--- config.mk ---
export PLATFORM = sky130hd
export DESIGN_NAME = ahb_periph_decoder_mux
export DESIGN_NICKNAME = d
export VERILOG_FILES = /design/src/rtl/ahb_periph_decoder_mux_pkg.sv /design/src/rtl/ahb_default_slave.sv /design/src/rtl/ahb_periph_decoder_mux.sv
export SDC_FILE = /design/constraint.sdc
export NUM_CORES = 1
export LEC_CHECK = 0
export ABC_AREA = 1
export BUFFER_PORTS_ARGS = -buffer_cell sky130_fd_sc_hd__buf_2
export CAP_MARGIN = 20
export CORE_AREA = 2 2 82 84
export DETAILED_ROUTE_END_ITERATION = 12
export DIE_AREA = 0 0 84 86
export GPL_TIMING_DRIVEN = 0
export PLACE_DENSITY = 0.72
export SYNTH_ARGS = -nofsm -noshare
export SYNTH_HDL_FRONTEND = slang
export SYNTH_SLANG_ARGS = --single-unit
--- constraint.sdc ---
create_clock -name HCLK -period 1.2 [get_ports HCLK]
set_input_delay 0.12 -clock HCLK [delete_from_list [all_inputs] [get_ports HCLK]]
set_output_delay 0.12 -clock HCLK [all_outputs]
set_load 0.05 [all_outputs]
--- src/rtl/ahb_periph_decoder_mux_pkg.sv ---
// Shared constants and encodings for the AHB peripheral decoder/mux slice:
// slot count, default-slave states, HTRANS and HRESP values.
package ahb_periph_decoder_mux_pkg;

    localparam int unsigned NSLOT = 4;

    typedef enum logic [1:0] {
        DS_IDLE = 2'd0,
        DS_ERR1 = 2'd1,
        DS_ERR2 = 2'd2
    } ds_state_e;

    typedef enum logic [1:0] {
        HTRANS_IDLE   = 2'b00,
        HTRANS_BUSY   = 2'b01,
        HTRANS_NONSEQ = 2'b10,
        HTRANS_SEQ    = 2'b11
    } htrans_e;

    localparam logic HRESP_OKAY  = 1'b0;
    localparam logic HRESP_ERROR = 1'b1;

endpackage

--- src/rtl/ahb_default_slave.sv ---
// Default slave for unmapped addresses: answers active transfers with a
// two-cycle ERROR response; IDLE/BUSY transfers get a zero-wait OKAY.
module ahb_default_slave
    import ahb_periph_decoder_mux_pkg::*;
(
    input  logic        HCLK,
    input  logic        HRESETn,
    input  logic        def_hit,
    input  logic        HREADY,
    input  logic [1:0]  HTRANS,
    output logic        ready,
    output logic        resp,
    output logic [31:0] rdata
);

    ds_state_e state;
    logic      active;
    logic      qualify;

    always_comb begin
        active  = (HTRANS == HTRANS_NONSEQ) || (HTRANS == HTRANS_SEQ);
        qualify = def_hit && HREADY && active;
    end

    assign rdata = '0;

    always_ff @(posedge HCLK or negedge HRESETn) begin
        if (!HRESETn) begin
            state <= DS_IDLE;
            ready <= 1'b1;
            resp  <= HRESP_OKAY;
        end else begin
            unique case (state)
                DS_IDLE: begin
                    if (qualify) begin
                        state <= DS_ERR1;
                        ready <= 1'b0;
                        resp  <= HRESP_ERROR;
                    end
                end
                DS_ERR1: begin
                    state <= DS_ERR2;
                    ready <= 1'b1;
                    resp  <= HRESP_ERROR;
                end
                DS_ERR2: begin
                    // A fresh unmapped transfer accepted on the closing cycle chains a new error
                    if (qualify) begin
                        state <= DS_ERR1;
                        ready <= 1'b0;
                        resp  <= HRESP_ERROR;
                    end else begin
                        state <= DS_IDLE;
                        ready <= 1'b1;
                        resp  <= HRESP_OKAY;
                    end
                end
                default: begin
                    state <= DS_IDLE;
                    ready <= 1'b1;
                    resp  <= HRESP_OKAY;
                end
            endcase
        end
    end

endmodule

--- src/rtl/ahb_periph_decoder_mux.sv ---
// AHB-Lite decoder and response mux for four peripheral slots (slot 0 = RCC)
// plus an internal default slave for unmapped addresses.
module ahb_periph_decoder_mux
    import ahb_periph_decoder_mux_pkg::*;
#(
    parameter logic [15:0] BASE0 = 16'h4002,
    parameter logic [15:0] BASE1 = 16'h4003,
    parameter logic [15:0] BASE2 = 16'h4004,
    parameter logic [15:0] BASE3 = 16'h4005
)
(
    input  logic                HCLK,
    input  logic                HRESETn,
    input  logic                HSEL,
    input  logic                HREADY,
    input  logic [1:0]          HTRANS,
    input  logic [31:0]         HADDR,
    output logic [NSLOT-1:0]    HSEL_S,
    input  logic [NSLOT-1:0]    HREADYOUT_S,
    input  logic [NSLOT-1:0]    HRESP_S,
    input  logic [32*NSLOT-1:0] HRDATA_S,
    output logic                HREADYOUT,
    output logic                HRESP,
    output logic [31:0]         HRDATA
);

    localparam logic [15:0] BASES [NSLOT] = '{BASE0, BASE1, BASE2, BASE3};

    logic           found;
    logic           def_hit;
    logic [NSLOT:0] dsel;
    logic           ds_ready;
    logic           ds_resp;
    logic [31:0]    ds_rdata;
    logic           unused_addr;

    assign unused_addr = ^HADDR[15:0];

    // Lowest matching index wins so overlapping bases still give a one-hot select
    always_comb begin
        HSEL_S = '0;
        found  = 1'b0;
        for (int unsigned i = 0; i < NSLOT; i++) begin
            if (HSEL && (HADDR[31:16] == BASES[i]) && !found) begin
                HSEL_S[i] = 1'b1;
                found     = 1'b1;
            end
        end
        def_hit = HSEL && !found;
    end

    always_ff @(posedge HCLK or negedge HRESETn) begin
        if (!HRESETn) begin
            dsel <= '0;
        end else if (HREADY) begin
            dsel <= {def_hit, HSEL_S};
        end
    end

    ahb_default_slave u_default_slave (
        .HCLK    (HCLK),
        .HRESETn (HRESETn),
        .def_hit (def_hit),
        .HREADY  (HREADY),
        .HTRANS  (HTRANS),
        .ready   (ds_ready),
        .resp    (ds_resp),
        .rdata   (ds_rdata)
    );

    always_comb begin
        HREADYOUT = 1'b1;
        HRESP     = HRESP_OKAY;
        HRDATA    = '0;
        if (dsel[NSLOT]) begin
            HREADYOUT = ds_ready;
            HRESP     = ds_resp;
            HRDATA    = ds_rdata;
        end else begin
            for (int unsigned i = 0; i < NSLOT; i++) begin
                if (dsel[i]) begin
                    HREADYOUT = HREADYOUT_S[i];
                    HRESP     = HRESP_S[i];
                    HRDATA    = HRDATA_S[32*i +: 32];
                end
            end
        end
    end

endmodule

==> results of run 1 <==
kinds of logic after synthesis:
| group | share of synthesized area (%) |
|---|---|
| flip-flops | 13.0 |
| AND/OR/NAND/NOR | 17.8 |
| AO/OA/AOI/OAI | 54.6 |
| buffers and inverters | 14.6 |
critical path: stages, from the launching register on:
cell and delay, ns:
dfrtp_1 0.37, buf_6 0.13, inv_6 0.06, nand2_8 0.05, clkinv_8 0.09, buf_12 0.14
a22oi_2 0.05, nand2_1 0.10, o21ai_2 0.08, a21oi_4 0.15, buf_6 0.17
cell usage after synthesis:
master / n / area share, %
o21ai_0: 39 / 11
nand3_1: 5 / 1.4
dfrtp_1: 8 / 12
nor2_2: 1 / 0.36
buf_6: 1 / 0.65
clkbuf_1: 8 / 1.7
o211ai_1: 1 / 0.43
a21oi_2: 1 / 0.50
a22oi_2: 29 / 21
nor3_2: 1 / 0.58
nand2_1: 51 / 11
a21oi_1: 35 / 10
inv_8: 1 / 0.65
dfstp_2: 1 / 1.5
nand2_2: 1 / 0.36
o21ai_1: 29 / 8.3
o211ai_2: 1 / 0.72
buf_4: 5 / 2.2
inv_1: 16 / 3.5
o22ai_1: 2 / 0.72
nand2_4: 1 / 0.65
inv_6: 1 / 0.50
nor2_1: 16 / 3.5
buf_2: 5 / 1.4
buf_12: 3 / 3.5
clkbuf_2: 2 / 0.58
a22oi_1: 4 / 1.7
worst max path at each step:
| stage | from | to | depth (start not counted) |
|---|---|---|---|
| 5_1_grt | dsel[1] | HRDATA[27] | 10 |
| 2_1_floorplan | dsel[1] | HRESP | 9 |
| 4_1_cts | dsel[1] | HRDATA[18] | 10 |
| 3_5_place_dp | dsel[3] | HRDATA[25] | 6 |
| 6_report | dsel[1] | HRDATA[18] | 10 |
| 3_3_place_gp | dsel[4] | HRDATA[12] | 5 |
metal layers:
layer	vias to the layer above	wire (um)	GRT usage (%)	part of all wire [%]
li1	1372	-	-	-
met3	11	575	2.31	7.1
met5	-	0	0	0
met2	144	4230	38.5	52
met4	0	103	4.84	1.3
met1	1246	3150	25.3	39
sequential cells by signal, summed over array words and instances, names as in the netlist:
register / count
u_default_slave.state: 2
dsel: 5
u_default_slave.resp: 1
u_default_slave.ready: 1
cell type report:
cell class,instances,area [sq um],area share [%]
flip-flops and latches,9,226,5.91
well taps,77,96.3,2.51
clock buffers,4,45.0,1.17
inverters,18,87.6,2.28
plain buffers,23,225,5.87
multi-input cells,217,1800,46.9
repair buffers,206,1360,35.4
timing repair:
action                                  CTS  global route
resized for setup                        92            30
hold buffers                              1             0
buffers inserted                          5             4
pin swaps                                 4            31
gates cloned                              0             2
hold endpoints to repair                  9             0
endpoints found under the setup margin   36            38
metrics by stage:
stage / total power [W] / instance area, sq um / hold WS [ns]
after floorplan: 0.000534 / 2250 / -0.176
after CTS: 0.00123 / 3670 / 0.138
after detailed placement: 0.000855 / 3310 / -0.0194
after global routing: 0.00132 / 3830 / 0.168
final: 0.00124 / 3830 / 0.137
after global placement: 0.000844 / 3310 / -0.0217
report_power, final:
group	total, W	switching (W)	internal (W)	leakage, nW
registers	0.000339	0.0000128	0.000326	0.116
logic	0.000542	0.000292	0.000251	1.67
clock network	0.000358	0.000126	0.000232	0.0228
==> metrics.md, run 1 <==
| Metric | Value |
|---|---|
| Most frequent cells in the layout | buf_2 (157), nand2_1 (48), buf_6 (37) |
| Sequential element share of the synthesized area | 13.0% |
| # DRC | 0 |
| Layout fillers | 582 |
| Leak pwr | 1.81 nW |
| Post-Syn Instances | 268 |
| Worst R2R Setup Slack | 0.22 ns |
| Slew margin rel. | 73.7% |
| Reg2reg start | dsel[4] |
| Clk sink count | 9 |
| Drt total wl | 8050 um |
| Worst vdd ir | 0.433 mV |
| DR vias | 2,773 |
| Cell Pwr Density | 323 mW/mm^2 |
| DIE WIDTH | 84 um |
| Placer Congestion | 0.789 |
| Clk buf depth | 2 |
| Setup CP Type | reg -> out |
| Largest net degree at the start of global routing | 11 |
| Hold path startpoint | HREADY |
| Fin worst setup slack | -0.556 ns |
| P&R area growth vs syn | 120% |
| Vias per cell | 5.01 |
| Vias in the first global route | 2,629 |
| Hold WC Path Type | in -> reg |
| Setup Slack @ Placement | -0.607 ns |
| Clk_skew | 0.000215 ns |
| Outcome | finished, violations left |
| Overall routing resource usage | 20.6% |
| Dpl hpwl | 6340 um |
| R2R depth | 3 |
| Period utilisation layout | 146% |
| Share of cells above drive strength 1 | 72.1% |
| Synth cell types | 27 |
| Clk Latency, worst-skew pair | 0.24 ns |
| Post-layout util | 61.1% |
| Crit path DAT | 1.64 ns |
| Warnings, synthesis | 0 |
| Initial antenna violation count | 0 |
| CTS root buffer | clkbuf_8 |
| CTS buffer count | 3 |
| Count of pins over their slew limit | 0 |
| N_diodes | 0 |
| Remaining global-route overflow | 0 |
| Port buffer count | 194 |
| MaxCap Viol Count | 0 |
| First-pass detailed-route iteration total | 4 |
| CP Data Required Time | 1.08 ns |
| Initial Utilization | 27.7% |
| Worst-Margin Slew | 0.390 ns |
| Final Setup Violations | 34 |
| CTS H-tree depth | 1 |
| Seq cells post-synth | 9 |
| RSZ-0062 raised after global routing | yes |
| Commonest non-fill, non-tap cell in the layout | buf_2 |
| Failing checks | setup timing |
| Core area | 0.00628 sq mm |
| Syn Area/Cell | 6.49 sq um |
| WHS Endpoint | dsel[1] |
| Post-Layout Cell Count | 554 |
| R2R Path End | dsel[4] |
| Final hold violations | 0 |
| Crit-path max FO | 10 |
| Syn Nets | 442 |
| Worst Setup End Kind | primary output |
| Die Footprint | 0.00722 sq mm |
| Initial drt markers | 53 |
| Cells after DPL | 539 |
| CP startpoint kind | flip-flop |
| CTS tree | built |
| Fmax | 0.569 GHz |
| Routed Antenna Nets | 0 |
| Reg clk slew, reported paths | 0.04 ns |
| # IOs | 212 |
| FP Rows | 29 |
| Die Height | 86 um |
| Synthesized area | 0.00174 sq mm |
| Nets | 652 |
| WL per Instance | 14.5 um |
| First-pass GRT wire length | 12,300 um |
| Crit path time final | 1.76 ns |
| Worst hold path stage count | 2 |
| Final setup TNS | -17.25 ns |
Note: power is estimated with default switching activity, not from simulation.
==> run 2: changes to the inputs <==
--- a/config.mk
+++ b/config.mk
@@ -12,7 +12,7 @@
 export DETAILED_ROUTE_END_ITERATION = 12
 export DIE_AREA = 0 0 84 86
 export GPL_TIMING_DRIVEN = 0
-export PLACE_DENSITY = 0.72
+export PLACE_DENSITY = 0.79
 export SYNTH_ARGS = -nofsm -noshare
 export SYNTH_HDL_FRONTEND = slang
 export SYNTH_SLANG_ARGS = --single-unit
==> run 2 against run 1 <==
The flow still finishes with violations (setup timing). Critical endpoint is now HRDATA[21]. Wire length up 1.6%. Setup slack better by 0.0010 ns. Combinational power increased by 0.7%. Final cell count stayed put. Non-clock buffer count unchanged. Global-route usage grew 0.072 points. Sequential share of layout area is essentially flat. Maximum frequency about the same. Final area barely moved. Highest routed layer unchanged. Core utilization is essentially flat. Flip-flop and latch count unchanged.
==> metrics.md, run 2 (synthesis gave the netlist of run 1 again) <==
| Metric | Value |
|---|---|
| Commonest non-fill, non-tap cell in the layout | buf_2 |
| Setup Slack @ Placement | -0.602 ns (+0.00482 ns) |
| DIE WIDTH | 84 um (unchanged) |
| N_diodes | 0 (unchanged) |
| First-pass GRT wire length | 12,600 um (+2.0%) |
| Initial Utilization | 27.7% (unchanged) |
| Register Area | 226 sq um (unchanged) |
| Overall routing resource usage | 20.7% (+0.072 points) |
| Crit-path max FO | 10 (unchanged) |
| Slew margin rel. | 75.1% (+1.4 points) |
| Remaining global-route overflow | 0 (unchanged) |
| Clk sink count | 9 (unchanged) |
| Largest net degree at the start of global routing | 11 (unchanged) |
| Layout fillers | 570 (-2.1%) |
| Worst hold path stage count | 2 (unchanged) |
| # IOs | 212 (unchanged) |
| Cell mode on critical path | buf_6 |
| P&R area growth vs syn | 120% (about the same) |
| CTS H-tree depth | 1 (unchanged) |
| Worst hold slack | 0.158 ns (+0.0203 ns) |
| Initial drt markers | 49 (-7.5%) |
| Routed Antenna Nets | 0 (unchanged) |
| Cell Pwr Density | 321 mW/mm^2 (-0.77%) |
| DR vias | 2,761 (-0.43%) |
| Clk_skew | 0.000492 ns (+0.000277 ns) |
| Final setup TNS | -17.51 ns (-0.260 ns) |
| Hold path startpoint | HREADY |
| Reg clk slew, reported paths | 0.04 ns (about the same) |
| Crit path DAT | 1.64 ns (about the same) |
| WL per Instance | 14.8 um (+1.6%) |
| Reg2reg start | dsel[4] |
| Most frequent cells in the layout | buf_2 (158), nand2_1 (49), o21ai_0 (35) |
| CP Data Required Time | 1.08 ns (about the same) |
| Drt total wl | 8180 um (+1.6%) |
| Critical Path Max Stage Delay | 0.36 ns (about the same) |
| Outcome | finished, violations left |
| First-pass detailed-route iteration total | 4 (unchanged) |
| Failing checks | setup timing |
| Final Setup Violations | 34 (unchanged) |
| Setup CP Type | reg -> out |
| Placer Congestion | 0.779 (-1.2%) |
| Die Height | 86 um (unchanged) |
| MaxCap Viol Count | 0 (unchanged) |
| Critical-path top delay cell | dfrtp_1 |
| Nets | 652 (unchanged) |
| Dpl hpwl | 6350 um (+0.24%) |
| Share of cells above drive strength 1 | 71.9% (-0.21 points) |
| Clk Latency, worst-skew pair | 0.23 ns (about the same) |
| Port buffer count | 194 (unchanged) |
| Die Footprint | 0.00722 sq mm (unchanged) |
| Register with the most flip-flops | dsel |
| Initial antenna violation count | 0 (unchanged) |
| FP Rows | 29 (unchanged) |
| Vias in the first global route | 2,715 (+3.3%) |
| Fmax | 0.570 GHz (about the same) |
| Worst-Margin Slew | 0.369 ns (-0.0209 ns) |
| WHS Endpoint | dsel[1] |
| CP Cell Sequence | buf_6 > inv_6 > nand2_8 > clkinv_8 > buf_12 > a22oi_2 > nand2_1 > o21ai_2 > a21oi_4 > buf_6 |
| Clk buf depth | 2 (unchanged) |
| Crit path time final | 1.76 ns (-0.00100 ns) |
| Multi-input gate area | 0.00180 sq mm (+0.42%) |
| CTS buffer count | 3 (unchanged) |
| Fin worst setup slack | -0.555 ns (+0.00100 ns) |
| R2R Path End | dsel[4] |
| Biggest regs | dsel (5), u_default_slave.state (2) |
| CP startpoint kind | flip-flop |
| Final hold violations | 0 (unchanged) |
| CTS tree | built |
| Period utilisation layout | 146% (about the same) |
| Core area | 0.00628 sq mm (unchanged) |
| Max FFs per register | 5 (unchanged) |
| R2R depth | 3 (unchanged) |
| Worst vdd ir | 0.536 mV (+24%) |
| RSZ-0062 raised after global routing | yes |
| Hold WC Path Type | in -> reg |
| Leak pwr | 1.82 nW (+0.30%) |
| # DRC | 0 (unchanged) |
| Worst R2R Setup Slack | 0.20 ns (-0.02 ns) |
| Count of pins over their slew limit | 0 (unchanged) |
| CTS root buffer | clkbuf_8 |
| Vias per cell | 4.98 (-0.43%) |
| Worst Setup End Kind | primary output |
## run 2: cell types whose count changed in the layout (fill, tap and decap cells not counted), moves of 3 or more
cell and change:
o21ai_1 -5, buf_6 -5, o21ai_0 +4, buf_8 +3
## run 2: layout make-up
type | instances | share of cell area [%]
Multi-Input combinational cell | 217 | 47.1
Timing Repair Buffer | 205 | 35.2
Buffer | 24 | 5.94
Sequential cell | 9 | 5.91
Tap cell | 77 | 2.51
Inverter | 18 | 2.22
Clock buffer | 4 | 1.18
## run 2: worst max-delay path by stage
stage	start	depth (start not counted)	end
5_1_grt	dsel[1]	10	HRDATA[3]
4_1_cts	dsel[1]	10	HRDATA[4]
2_1_floorplan	dsel[1]	9	HRESP
6_report	dsel[1]	10	HRDATA[21]
3_3_place_gp	dsel[4]	5	HRDATA[7]
3_5_place_dp	dsel[4]	5	HRDATA[11]
## run 2: stage by stage
stage / power, W / instances / instance area (sq um) / util (%)
2_1_floorplan: 0.000534 / 268 / 2250 / -
3_3_place_gp: 0.000845 / 539 / 3310 / 52.8
3_5_place_dp: 0.000859 / 539 / 3310 / 52.8
4_1_cts: 0.00123 / 551 / 3710 / 59.1
5_1_grt: 0.00131 / 554 / 3830 / 61.1
6_report: 0.00123 / 554 / 3830 / 61.1
## run 2: power by group
group	total (W)	internal, W	switching, W
Combinational	0.000546	0.000252	0.000294
Sequential	0.000338	0.000326	0.0000118
Clock	0.000346	0.000231	0.000115
Total	0.00123	0.000809	0.000420
## run 2: routing by layer
layer / GRT usage, % / wire, um / vias to the layer above
met5: 0 / 0 / -
met4: 3.67 / 87 / 0
met3: 3.37 / 532 / 15
met2: 39.6 / 4230 / 136
met1: 24.5 / 3330 / 1235
li1: - / - / 1375
## run 2: repair_timing
item,CTS,global route
hold endpoints to repair,9,0
endpoints found under the setup margin,36,38
hold buffers,1,0
cloned,0,2
gates resized for setup,95,23
pin swaps,7,32
buffers inserted,7,1
## run 2: worst max-delay path, delay by kind of cell (launching register included)
| family | cells | cell delay (ns) |
|---|---|---|
| DFF | 1 | 0.36 |
| AOI/OAI and AO/OA | 3 | 0.29 |
| buffers and inverters | 5 | 0.61 |
| and+or+nand+nor | 2 | 0.14 |
==> run 3: changes to the inputs <==
--- a/config.mk
+++ b/config.mk
@@ -5,14 +5,14 @@
 export SDC_FILE = /design/constraint.sdc
 export NUM_CORES = 1
 export LEC_CHECK = 0
-export ABC_AREA = 1
 export BUFFER_PORTS_ARGS = -buffer_cell sky130_fd_sc_hd__buf_2
 export CAP_MARGIN = 20
-export CORE_AREA = 2 2 82 84
+export CORE_AREA = 2 2 81 83
+export CTS_CLUSTER_SIZE = 28
 export DETAILED_ROUTE_END_ITERATION = 12
-export DIE_AREA = 0 0 84 86
+export DIE_AREA = 0 0 83 85
 export GPL_TIMING_DRIVEN = 0
-export PLACE_DENSITY = 0.79
+export PLACE_DENSITY = 0.82
 export SYNTH_ARGS = -nofsm -noshare
 export SYNTH_HDL_FRONTEND = slang
 export SYNTH_SLANG_ARGS = --single-unit
==> run 3 against run 2 <==
The flow still finishes with violations (setup timing). First-iteration DRC count increased by 37%. Die area shrank 2.3%. Synthesized cell count down 7.5%. Clock skew is 0.0038 ns higher. Critical path depth down 4. Combinational power is 1% higher. Maximum frequency grew 0.58%. Final cell count is 4.3% lower. Worst hold slack gained 0.076 ns. Synthesized area rose by 2.1%. Setup slack better by 0.010 ns. Sequential power is 4% higher. Critical path type unchanged. Highest routed layer unchanged.
==> metrics.md, run 3 <==
| Metric | Value |
|---|---|
| First-pass GRT wire length | 14,200 um (+13%) |
| Register Area | 229 sq um (+1.1%) |
| Initial drt markers | 67 (+37%) |
| Async S/R FF share, synth | 100% (unchanged) |
| Sequential element share of the synthesized area | 12.7% (-0.27 points) |
| Largest cells by area after synthesis | and3b_1 (16%), o221ai_1 (16%), a21o_1 (14%) |
| Setup CP Type | reg -> out |
| FP Rows | 29 (unchanged) |
| Post-synth top cells | a21oi_1 (37), a21o_1 (33), and3b_1 (33), nand2_1 (33), o221ai_1 (33) |
| Most used DFF post-synth | dfrtp_1 |
| Syn Area/Cell | 7.16 sq um (+10%) |
| Top-area cell type share of the netlist area | 16.3% (-4.6 points) |
| Initial Utilization | 28.6% (+0.91 points) |
| CTS H-tree depth | 1 (unchanged) |
| Failing checks | setup timing |
| Register with the most flip-flops | dsel |
| WL per Instance | 16.8 um (+14%) |
| Cell mode on critical path | buf_6 |
| CP Data Required Time | 1.08 ns (about the same) |
| Post-Syn Instances | 248 (-7.5%) |
| Warnings, synthesis | 0 (unchanged) |
| Tot Pwr | 0.00125 W (+2.0%) |
| DIE WIDTH | 83 um (-1.2%) |
| Synthesized area | 0.00178 sq mm (+2.1%) |
| Die Height | 85 um (-1.2%) |
| Remaining global-route overflow | 0 (unchanged) |
| Vias in the first global route | 3,031 (+12%) |
| Clk buf depth | 2 (unchanged) |
| Share of cells above drive strength 1 | 70.8% (-1.1 points) |
| Outcome | finished, violations left |
| CTS buffer count | 3 (unchanged) |
| Count of pins over their slew limit | 0 (unchanged) |
| Period utilisation layout | 145% (-0.85 points) |
| Dominant cell type by area after synthesis | and3b_1 |
| Leak pwr | 2.02 nW (+11%) |
| Crit-path max FO | 7 (-3) |
| Commonest non-fill, non-tap cell in the layout | buf_2 |
| Drt total wl | 8910 um (+8.9%) |
| # DRC | 0 (unchanged) |
| Critical Path Max Stage Delay | 0.49 ns (+0.13 ns) |
| Seq cells post-synth | 9 (unchanged) |
| Dpl hpwl | 6770 um (+6.6%) |
| Post-route cell area | 0.00413 sq mm (+7.8%) |
| Largest net degree at the start of global routing | 11 (unchanged) |
| CP startpoint kind | flip-flop |
| Clk sink count | 9 (unchanged) |
| Critical-path top delay cell | dfrtp_2 |
| Worst-Margin Slew | 0.437 ns (+0.0675 ns) |
| Fmax | 0.573 GHz (+0.58%) |
| Core area | 0.00620 sq mm (-1.2%) |
| Final hold violations | 0 (unchanged) |
| Multi-input gate area | 0.00211 sq mm (+17%) |
| CTS tree | built |
| Nets | 627 (-3.8%) |
| Count leader, synth | a21oi_1 |
| Post-layout util | 66.6% (+5.6 points) |
| CTS root buffer | clkbuf_8 |
| Reg clk slew, reported paths | 0.05 ns (about the same) |
| Placed Area | 0.00355 sq mm (+7.2%) |
| Vias per cell | 5.42 (+8.8%) |
| Most frequent cells in the layout | buf_2 (153), buf_6 (47), a21oi_4 (34) |
| EDFF count, synth | 0 (unchanged) |
| Overall routing resource usage | 23.8% (+3.1 points) |
| MaxCap Viol Count | 0 (unchanged) |
| Die Footprint | 0.00706 sq mm (-2.3%) |
| Crit path time final | 1.75 ns (-0.0102 ns) |
| Final Setup Violations | 38 (+12%) |
| Synth cell types | 36 (+33%) |
| DR vias | 2,875 (+4.1%) |
| Biggest regs | dsel (5), u_default_slave.state (2) |
| Hold WC Path Type | in -> reg |
| Routed Antenna Nets | 0 (unchanged) |
| Fin worst setup slack | -0.545 ns (+0.0102 ns) |
| Worst vdd ir | 0.652 mV (+21%) |
| Max FFs per register | 5 (unchanged) |
| Clk_skew | 0.00432 ns (+0.00383 ns) |
| Worst Setup End Kind | primary output |
| Final setup TNS | -17.08 ns (+0.436 ns) |
| RSZ-0062 raised after global routing | yes |
| Cell Pwr Density | 303 mW/mm^2 (-5.4%) |
| CP Cell Sequence | buf_6 > clkbuf_16 > a21o_1 > o221ai_2 > a21oi_4 > buf_6 |
| P&R area growth vs syn | 133% |
| First-pass detailed-route iteration total | 4 (unchanged) |
| Port buffer count | 193 (-0.52%) |
| Initial antenna violation count | 0 (unchanged) |
| Clk Latency, worst-skew pair | 0.23 ns (about the same) |
| Placer Congestion | 0.805 (+3.4%) |
| Crit path DAT | 1.63 ns (about the same) |
| Slew margin rel. | 70.9% (-4.2 points) |
| Syn Nets | 422 (-4.5%) |
| # IOs | 212 (unchanged) |
| Layout fillers | 498 (-13%) |
[run 3: changes by cell type in the layout (fill, tap and decap cells not counted), moves of 11 or more]
cell	previous run	this run
nor2_1	14	1
o221ai_2	0	31
a21o_1	0	33
inv_1	14	3
buf_4	17	5
nand2_1	49	33
o21ai_2	32	0
a22oi_2	32	0
o21ai_0	35	0
buf_6	32	47
and3b_1	0	31
[run 3: area by class of cell]
type / count / area share, %
multi-input cells: 205 / 51.0
repair buffers: 201 / 32.2
plain buffers: 28 / 6.99
flip-flops and latches: 9 / 5.54
well taps: 77 / 2.33
clock buffers: 3 / 0.999
inverters: 5 / 0.696
clock inverters: 1 / 0.121
diodes: 1 / 0.0606
[run 3: per-layer routing]
layer	global-route usage (%)	share of wire [%]
met5	0	0
met4	3.43	0.58
met3	2.92	6.9
met2	46.8	53
met1	28.0	39
[run 3: critical path, delay by kind of cell, from the launching register on]
family / cells / cell delay [ns]
flip-flops: 1 / 0.49
AO/OA/AOI/OAI: 3 / 0.42
buffers and inverters: 3 / 0.48
[run 3: final timing paths]
path	from	endpoint	slack, ns	cells past startpoint
worst max-delay path	dsel[1]	HRDATA[13]	-0.55	6
worst max register to register	dsel[1]	dsel[1]	0.09	4
min in group asynchronous	HRESETn	dsel[4]	0.27	2
max in group asynchronous	HRESETn	u_default_slave.ready	0.69	2
worst min-delay path	HREADY	dsel[3]	0.23	2
worst min register to register	u_default_slave.state[1]	u_default_slave.state[1]	0.46	1
[run 3: cell families (layout without fill, tap and decap cells)]
kind of cell | Yosys count | in the layout | share of synthesized area (%)
buffers and inverters | 34 | 238 | 8.73
other | 0 | 1 | 0
AND/OR/NAND/NOR | 89 | 89 | 32.3
AO/OA/AOI/OAI | 114 | 114 | 45.2
multiplexers | 1 | 1 | 0.563
flip-flops | 9 | 9 | 12.7
XOR/XNOR | 1 | 1 | 0.493
[run 3: repair_timing]
item | 4_1_cts | 5_1_grt
buffers inserted | 4 | 1
setup endpoints to repair | 40 | 39
cloned | 1 | 1
endpoints found under the hold margin | 9 | 0
gates resized for setup | 115 | 19
pin swaps | 22 | 12
hold buffers | 1 | 0
[run 3: power by group]
part	switching, W	internal, W	total, W
logic	0.000284	0.000270	0.000554
registers	0.0000228	0.000327	0.000350
clock network	0.000123	0.000227	0.000350
total	0.000430	0.000824	0.00125
[run 3: through the flow]
step / hold slack (ns) / cells / worst slack (ns)
floorplan: -0.176 / 248 / -0.172
global placement: -0.0272 / 518 / -0.489
global route: 0.238 / 529 / -0.592
CTS: 0.202 / 527 / -0.547
finish: 0.234 / 530 / -0.545
detailed placement: -0.0247 / 518 / -0.482
